--- src/rtl/uart_rx.sv ---
// uart_rx - 8N1 UART receiver, LSB first, line idle high.
//
// Recovers bytes from the asynchronous rx pin using an internal
// phase-accumulator tick generator running at BAUD_RATE*OVERSAMPLE.
// Each good byte is presented on rx_data with a one-cycle rx_valid
// strobe. A low stop bit gives a one-cycle frame_err strobe. The
// receiver then waits for the line to return high before it looks
// for a new start bit.
//
// Ports:
//   FPGA_CLK1_50  in   system clock, the only clock
//   reset         in   asynchronous reset, active-high
//   rx            in   serial input, asynchronous to FPGA_CLK1_50
//   rx_data       out  [7:0] last correctly framed byte, held until the next one
//   rx_valid      out  one-cycle pulse, rx_data was updated this cycle
//   frame_err     out  one-cycle pulse, stop bit sampled low
//   busy          out  high whenever the receiver is not idle
module uart_rx #(
   parameter int CLK_FREQUENCY = 50_000_000,
   parameter int BAUD_RATE     = 115_200,
   parameter int OVERSAMPLE    = 16
) (
   input  logic       FPGA_CLK1_50,
   input  logic       reset,
   input  logic       rx,
   output logic [7:0] rx_data,
   output logic       rx_valid,
   output logic       frame_err,
   output logic       busy
);

   // The accumulator carries 8 fraction bits beyond the integer clock/tick
   // ratio, which keeps the long-term tick rate error small. The increment is
   // worked out in 64 bits so the elaboration arithmetic cannot overflow.
   localparam int ACC_W = $clog2(CLK_FREQUENCY / (BAUD_RATE * OVERSAMPLE)) + 8;
   localparam logic [63:0] INC_WIDE =
      (((64'(BAUD_RATE) * 64'(OVERSAMPLE)) << ACC_W) + (64'(CLK_FREQUENCY) / 64'd2))
      / 64'(CLK_FREQUENCY);
   localparam logic [ACC_W:0] INC = INC_WIDE[ACC_W:0];

   localparam int OS_W = $clog2(OVERSAMPLE);
   localparam logic [OS_W-1:0] OS_HALF = OS_W'(OVERSAMPLE / 2 - 1);
   localparam logic [OS_W-1:0] OS_LAST = OS_W'(OVERSAMPLE - 1);

   typedef enum logic [2:0] {
      S_IDLE,
      S_START,
      S_DATA,
      S_STOP,
      S_BREAK
   } state_t;

   logic             sync1_q, sync1_d;
   logic             sync2_q, sync2_d;
   logic [ACC_W:0]   acc_q, acc_d;
   state_t           state_q, state_d;
   logic [OS_W-1:0]  os_cnt_q, os_cnt_d;
   logic [2:0]       bit_cnt_q, bit_cnt_d;
   logic [7:0]       shift_q, shift_d;
   logic [7:0]       rx_data_q, rx_data_d;
   logic             rx_valid_q, rx_valid_d;
   logic             frame_err_q, frame_err_d;
   logic             tick;
   logic             rxs;

   assign tick = acc_q[ACC_W];
   assign rxs  = sync2_q;

   // Next-state logic. The synchronizer and the tick accumulator run on
   // every clock. The receive FSM moves only on tick cycles. Start is
   // re-checked half a bit after the falling edge, which rejects short
   // glitches. After that, every sixteenth tick lands in the middle of a
   // bit. IDLE is re-entered at mid-stop-bit, so a start bit that directly
   // follows a 1-bit stop is still seen. A low stop bit parks the FSM in
   // BREAK until the line goes high again. This way a held-low line gives
   // only one frame_err.
   always_comb begin
      sync1_d     = rx;
      sync2_d     = sync1_q;
      acc_d       = {1'b0, acc_q[ACC_W-1:0]} + INC;
      state_d     = state_q;
      os_cnt_d    = os_cnt_q;
      bit_cnt_d   = bit_cnt_q;
      shift_d     = shift_q;
      rx_data_d   = rx_data_q;
      rx_valid_d  = 1'b0;
      frame_err_d = 1'b0;

      if (tick) begin
         case (state_q)
            S_IDLE: begin
               if (!rxs) begin
                  state_d  = S_START;
                  os_cnt_d = '0;
               end
            end
            S_START: begin
               if (os_cnt_q == OS_HALF) begin
                  if (!rxs) begin
                     state_d   = S_DATA;
                     os_cnt_d  = '0;
                     bit_cnt_d = '0;
                  end else begin
                     state_d = S_IDLE;
                  end
               end else begin
                  os_cnt_d = os_cnt_q + OS_W'(1);
               end
            end
            S_DATA: begin
               if (os_cnt_q == OS_LAST) begin
                  shift_d   = {rxs, shift_q[7:1]};
                  os_cnt_d  = '0;
                  bit_cnt_d = bit_cnt_q + 3'd1;
                  if (bit_cnt_q == 3'd7) begin
                     state_d = S_STOP;
                  end
               end else begin
                  os_cnt_d = os_cnt_q + OS_W'(1);
               end
            end
            S_STOP: begin
               if (os_cnt_q == OS_LAST) begin
                  os_cnt_d = '0;
                  if (rxs) begin
                     rx_data_d  = shift_q;
                     rx_valid_d = 1'b1;
                     state_d    = S_IDLE;
                  end else begin
                     frame_err_d = 1'b1;
                     state_d     = S_BREAK;
                  end
               end else begin
                  os_cnt_d = os_cnt_q + OS_W'(1);
               end
            end
            S_BREAK: begin
               if (rxs) begin
                  state_d = S_IDLE;
               end
            end
            default: begin
               state_d = S_IDLE;
            end
         endcase
      end
   end

   // State register. Reset clears everything. The synchronizer resets to
   // the idle line level, so leaving reset never looks like a start bit.
   always_ff @(posedge FPGA_CLK1_50 or posedge reset) begin
      if (reset) begin
         sync1_q     <= 1'b1;
         sync2_q     <= 1'b1;
         acc_q       <= '0;
         state_q     <= S_IDLE;
         os_cnt_q    <= '0;
         bit_cnt_q   <= '0;
         shift_q     <= '0;
         rx_data_q   <= '0;
         rx_valid_q  <= 1'b0;
         frame_err_q <= 1'b0;
      end else begin
         sync1_q     <= sync1_d;
         sync2_q     <= sync2_d;
         acc_q       <= acc_d;
         state_q     <= state_d;
         os_cnt_q    <= os_cnt_d;
         bit_cnt_q   <= bit_cnt_d;
         shift_q     <= shift_d;
         rx_data_q   <= rx_data_d;
         rx_valid_q  <= rx_valid_d;
         frame_err_q <= frame_err_d;
      end
   end

   assign rx_data   = rx_data_q;
   assign rx_valid  = rx_valid_q;
   assign frame_err = frame_err_q;
   assign busy      = (state_q != S_IDLE);

endmodule
--- config.mk ---
export PLATFORM = sky130hd
export DESIGN_NAME = uart_rx
export DESIGN_NICKNAME = d
export VERILOG_FILES = /design/src/rtl/uart_rx.sv
export SDC_FILE = /design/constraint.sdc
export NUM_CORES = 1
export LEC_CHECK = 0
export ABC_AREA = 1
export ABC_CLOCK_PERIOD_IN_PS = 1870
export CAP_MARGIN = 25
export CORE_MARGIN = 2
export CORE_UTILIZATION = 35
export DETAILED_ROUTE_END_ITERATION = 10
export SETUP_SLACK_MARGIN = 0.3
export SLEW_MARGIN = 10
export SYNTH_ARGS = -nofsm -noshare
export SYNTH_HDL_FRONTEND = slang
export SYNTH_SLANG_ARGS = --single-unit
--- constraint.sdc ---
create_clock -name FPGA_CLK1_50 -period 1.87 [get_ports FPGA_CLK1_50]
set_input_delay 0.374 -clock FPGA_CLK1_50 [delete_from_list [all_inputs] [get_ports FPGA_CLK1_50]]
set_output_delay 0.374 -clock FPGA_CLK1_50 [all_outputs]
set_load 0.005 [all_outputs]
==> run_summary.xml <==
<?xml version="1.0" encoding="UTF-8"?>
<metrics>
  <group name="clocking">
    <metric name="clock_sinks" unit="">43</metric>
    <metric name="clk_tree_root_cell" unit="">clkbuf_8</metric>
    <metric name="clock_insertion_delay_worst_skew" unit="ns">0.29</metric>
    <metric name="htreeDepth" unit="">2</metric>
    <metric name="cts_tree" unit="">done</metric>
    <metric name="cts_buffers" unit="">5</metric>
    <metric name="cts.path.max_buffers" unit="">2</metric>
    <metric name="clk_pin_slew_worst_paths" unit="ns">0.08</metric>
    <metric name="hold_buffer_count_at_cts" unit="">0</metric>
  </group>
  <group name="placement">
    <metric name="hpwlAfterDp" unit="um">2430</metric>
    <metric name="placement.cell_area" unit="um2">2290</metric>
    <metric name="buffer_ports.inserted" unit="">13</metric>
    <metric name="place_congestion" unit="">0.908</metric>
    <metric name="dp_worst_setup_slack" unit="ns">0.375</metric>
  </group>
  <group name="setup_path">
    <metric name="critical_path.max_fanout" unit="">2</metric>
    <metric name="timing_worst_setup_path_type" unit="">reg2out</metric>
    <metric name="rr_endpoint" unit="">bit_cnt_q[0]</metric>
    <metric name="critPathArrivalTime" unit="ns">1.14</metric>
    <metric name="max_stage_delay" unit="ns">0.50</metric>
    <metric name="reg2reg_from" unit="">state_q[2]</metric>
    <metric name="worst_path_max_delay_cell" unit="">clkdlybuf4s50_1</metric>
    <metric name="crit_path_start" unit="">rx_data[0]</metric>
    <metric name="critical_path_stages" unit="">1</metric>
    <metric name="cp_num_buf_inv" unit="">1</metric>
    <metric name="critPathCapture" unit="">rx_data[0]</metric>
    <metric name="startpoint_type" unit="">register</metric>
    <metric name="worstRegToRegCells" unit="">7</metric>
    <metric name="crit_path_cell_trace" unit="">clkdlybuf4s50_1</metric>
    <metric name="r2r_setup_slack" unit="ns">0.40</metric>
    <metric name="critical_path_required" unit="ns">1.50</metric>
    <metric name="critPathCaptureType" unit="">output port</metric>
    <metric name="family_of_cells_with_the_greatest_summed_delay_on_the_critical_path" unit="">buffers and inverters</metric>
  </group>
  <group name="yosys">
    <metric name="syn_area_per_cell" unit="um2">8.60</metric>
    <metric name="dominantRegCellSynth" unit="">dfrtp_1</metric>
    <metric name="synthesis.nets" unit="">248</metric>
    <metric name="ys_seq_area_share" unit="%">52.0</metric>
    <metric name="synth_async_sr_flop_share" unit="%">100</metric>
    <metric name="netlist.top_cell.by_area" unit="">dfrtp_1</metric>
    <metric name="flops_latches_synth" unit="">43</metric>
    <metric name="yosysWarnings" unit="">0</metric>
    <metric name="synth.cell_area" unit="um2">2070</metric>
    <metric name="yosysUniqueCellTypes" unit="">30</metric>
    <metric name="synthTopCellsByArea" unit="">dfrtp_1 49%, nand2_1 14%, inv_1 5.3%, nand3_1 4.6%, o21ai_2 3.0%</metric>
    <metric name="synth_cells" unit="">241</metric>
    <metric name="yosys.area.top_type_share" unit="%">49.5</metric>
    <metric name="yosys.cell_count.top_type" unit="">nand2_1</metric>
    <metric name="synth_commonest_cells" unit="">78 x nand2_1, 41 x dfrtp_1, 29 x inv_1, 19 x nand3_1, 14 x nor2_1</metric>
    <metric name="synth_enable_flop_cells" unit="">0</metric>
  </group>
  <group name="finish">
    <metric name="nNetsFinal" unit="">273</metric>
    <metric name="ant_cells" unit="">0</metric>
    <metric name="post_route_cells_drive_above_1_share" unit="%">16.1</metric>
    <metric name="postLayoutCellArea" unit="um2">2510</metric>
    <metric name="fin_util" unit="%">43.2</metric>
    <metric name="synthToLayoutAreaGrowth" unit="%">21.1</metric>
  </group>
  <group name="power">
    <metric name="power.static_leakage" unit="nW">1.32</metric>
    <metric name="vdd_ir_drop_max" unit="uV">553</metric>
    <metric name="power.density" unit="nW/um2">734</metric>
    <metric name="design_power_total" unit="mW">1.84</metric>
  </group>
  <group name="timing">
    <metric name="period_minus_slack" unit="ns">1.51</metric>
    <metric name="tightestPinTransition" unit="ns">0.316</metric>
    <metric name="min_period_over_period" unit="%">80.8</metric>
    <metric name="timing_max_transition_violations_final" unit="">0</metric>
    <metric name="skew" unit="ns">0.00624</metric>
    <metric name="final.setup.worst_slack" unit="ns">0.359</metric>
    <metric name="max-slew-margin-rel" unit="%">78.8</metric>
    <metric name="hold_violations" unit="">0</metric>
    <metric name="fmax" unit="MHz">662</metric>
    <metric name="setup_viol" unit="">0</metric>
    <metric name="rsz0062_at_grt" unit="">false</metric>
    <metric name="final.setup.tns" unit="ns">0</metric>
  </group>
  <group name="floorplan">
    <metric name="floorplan.io_pins" unit="">14</metric>
    <metric name="floorplan.initialDensity" unit="%">35.6</metric>
    <metric name="die-area" unit="um2">6560</metric>
    <metric name="coreArea" unit="um2">5820</metric>
    <metric name="fp.dieW" unit="um">81.0</metric>
    <metric name="floorplan.rows" unit="">28</metric>
    <metric name="chipHeight" unit="um">81.0</metric>
  </group>
  <group name="grt">
    <metric name="globalRouteTotalUtil" unit="%">12.1</metric>
    <metric name="grt.overflow.total" unit="">0</metric>
    <metric name="grt_first_pass_wirelength" unit="um">6220</metric>
    <metric name="pin_count_of_the_biggest_net_entering_global_routing" unit="">44</metric>
    <metric name="initial_antenna_violation_count" unit="">0</metric>
    <metric name="vias_in_the_first_global_route" unit="">1446</metric>
  </group>
  <group name="detailed_routing">
    <metric name="post_route_antenna_net_violation_count" unit="">0</metric>
    <metric name="num_vias" unit="">1519</metric>
    <metric name="wire_per_inst" unit="um">10.3</metric>
    <metric name="drc_errors" unit="">0</metric>
    <metric name="route.final.wire_length" unit="um">3530</metric>
    <metric name="post_drt_via_cell_ratio" unit="">4.44</metric>
    <metric name="drtIter0Drc" unit="">60</metric>
    <metric name="detail_route.first_pass.iterations" unit="">4</metric>
  </group>
  <group name="outcome">
    <metric name="status" unit="">completed</metric>
  </group>
  <group name="hold_path">
    <metric name="hold_path_depth" unit="">0</metric>
    <metric name="hold_class" unit="">reg2reg</metric>
  </group>
  <group name="flow_run">
    <metric name="max_cap_viol_count" unit="">0</metric>
  </group>
</metrics>
==> stage by stage <==
stage	instances	hold WS [ns]
2_1_floorplan	241	0.345
3_3_place_gp	327	0.361
3_5_place_dp	327	0.359
4_1_cts	338	0.372
5_1_grt	342	0.376
6_report	342	0.370
==> layout make-up <==
class,count,area (um2)
Clock buffer,6,72.6
Multi-Input combinational cell,160,855
Clock inverter,2,60.1
Inverter,34,130
Tap cell,75,93.8
Timing Repair Buffer,22,216
Fill cell,610,3310
Sequential cell,43,1080
==> power by group <==
part	switching, mW	internal [mW]
Combinational	0.0350	0.0217
Sequential	0.00386	0.934
Clock	0.315	0.534
==> kinds of logic (layout without fill, tap and decap cells) <==
kind of cell	Yosys count	count (layout)	synth area share [%]
and+or+nand+nor	125	125	27.8
DFF	43	43	52.0
buffers and inverters	38	64	7.72
AOI/OAI and AO/OA	26	26	7.97
xor gates and xnor gates	5	5	2.11
adders and majority gates	4	4	2.41
==> cells in the final DEF (no fill, tap or decap), drive strengths merged, types with 3 or more instances in the layout <==
cell type and count:
nand3 22, o21ai 20, xor2 4, dlymetal6s2s 3, buf 9, clkbuf 6
inv 32, a21oi 3, ha 4, nand2 79, nor2 18, clkdlybuf4s50 9
dfrtp 41
==> how the worst min path moves through the flow <==
stage                        from   to  slack, ns
final                     sync1_q  rxs       0.37
after global routing      sync1_q  rxs       0.38
after global placement    sync1_q  rxs       0.36
after floorplan           sync1_q  rxs       0.35
after detailed placement  sync1_q  rxs       0.36
after CTS                 sync1_q  rxs       0.37
==> sequential cells by signal, summed over array words and instances (netlist names) <==
name,cells
os_cnt_q,4
shift_q,8
sync1_q,1
acc_q,13
frame_err,1
bit_cnt_q,3
rx_valid,1
state_q,3
rxs,1
rx_data,8
==> timing repair <==
item,4_1_cts,5_1_grt
resized for setup,5,7
buffers inserted,3,4
setup endpoints to repair,1,13
pin swaps,0,1
==> metal layers <==
layer  up-vias  track usage (%)  share of wire, %
li1        807                -                 -
met1       687             16.0                51
met2        21             19.4                45
met3         4             3.00               3.1
met4         0             4.07               1.3
met5         -                0                 0
Note: power is estimated with default switching activity, not from simulation.
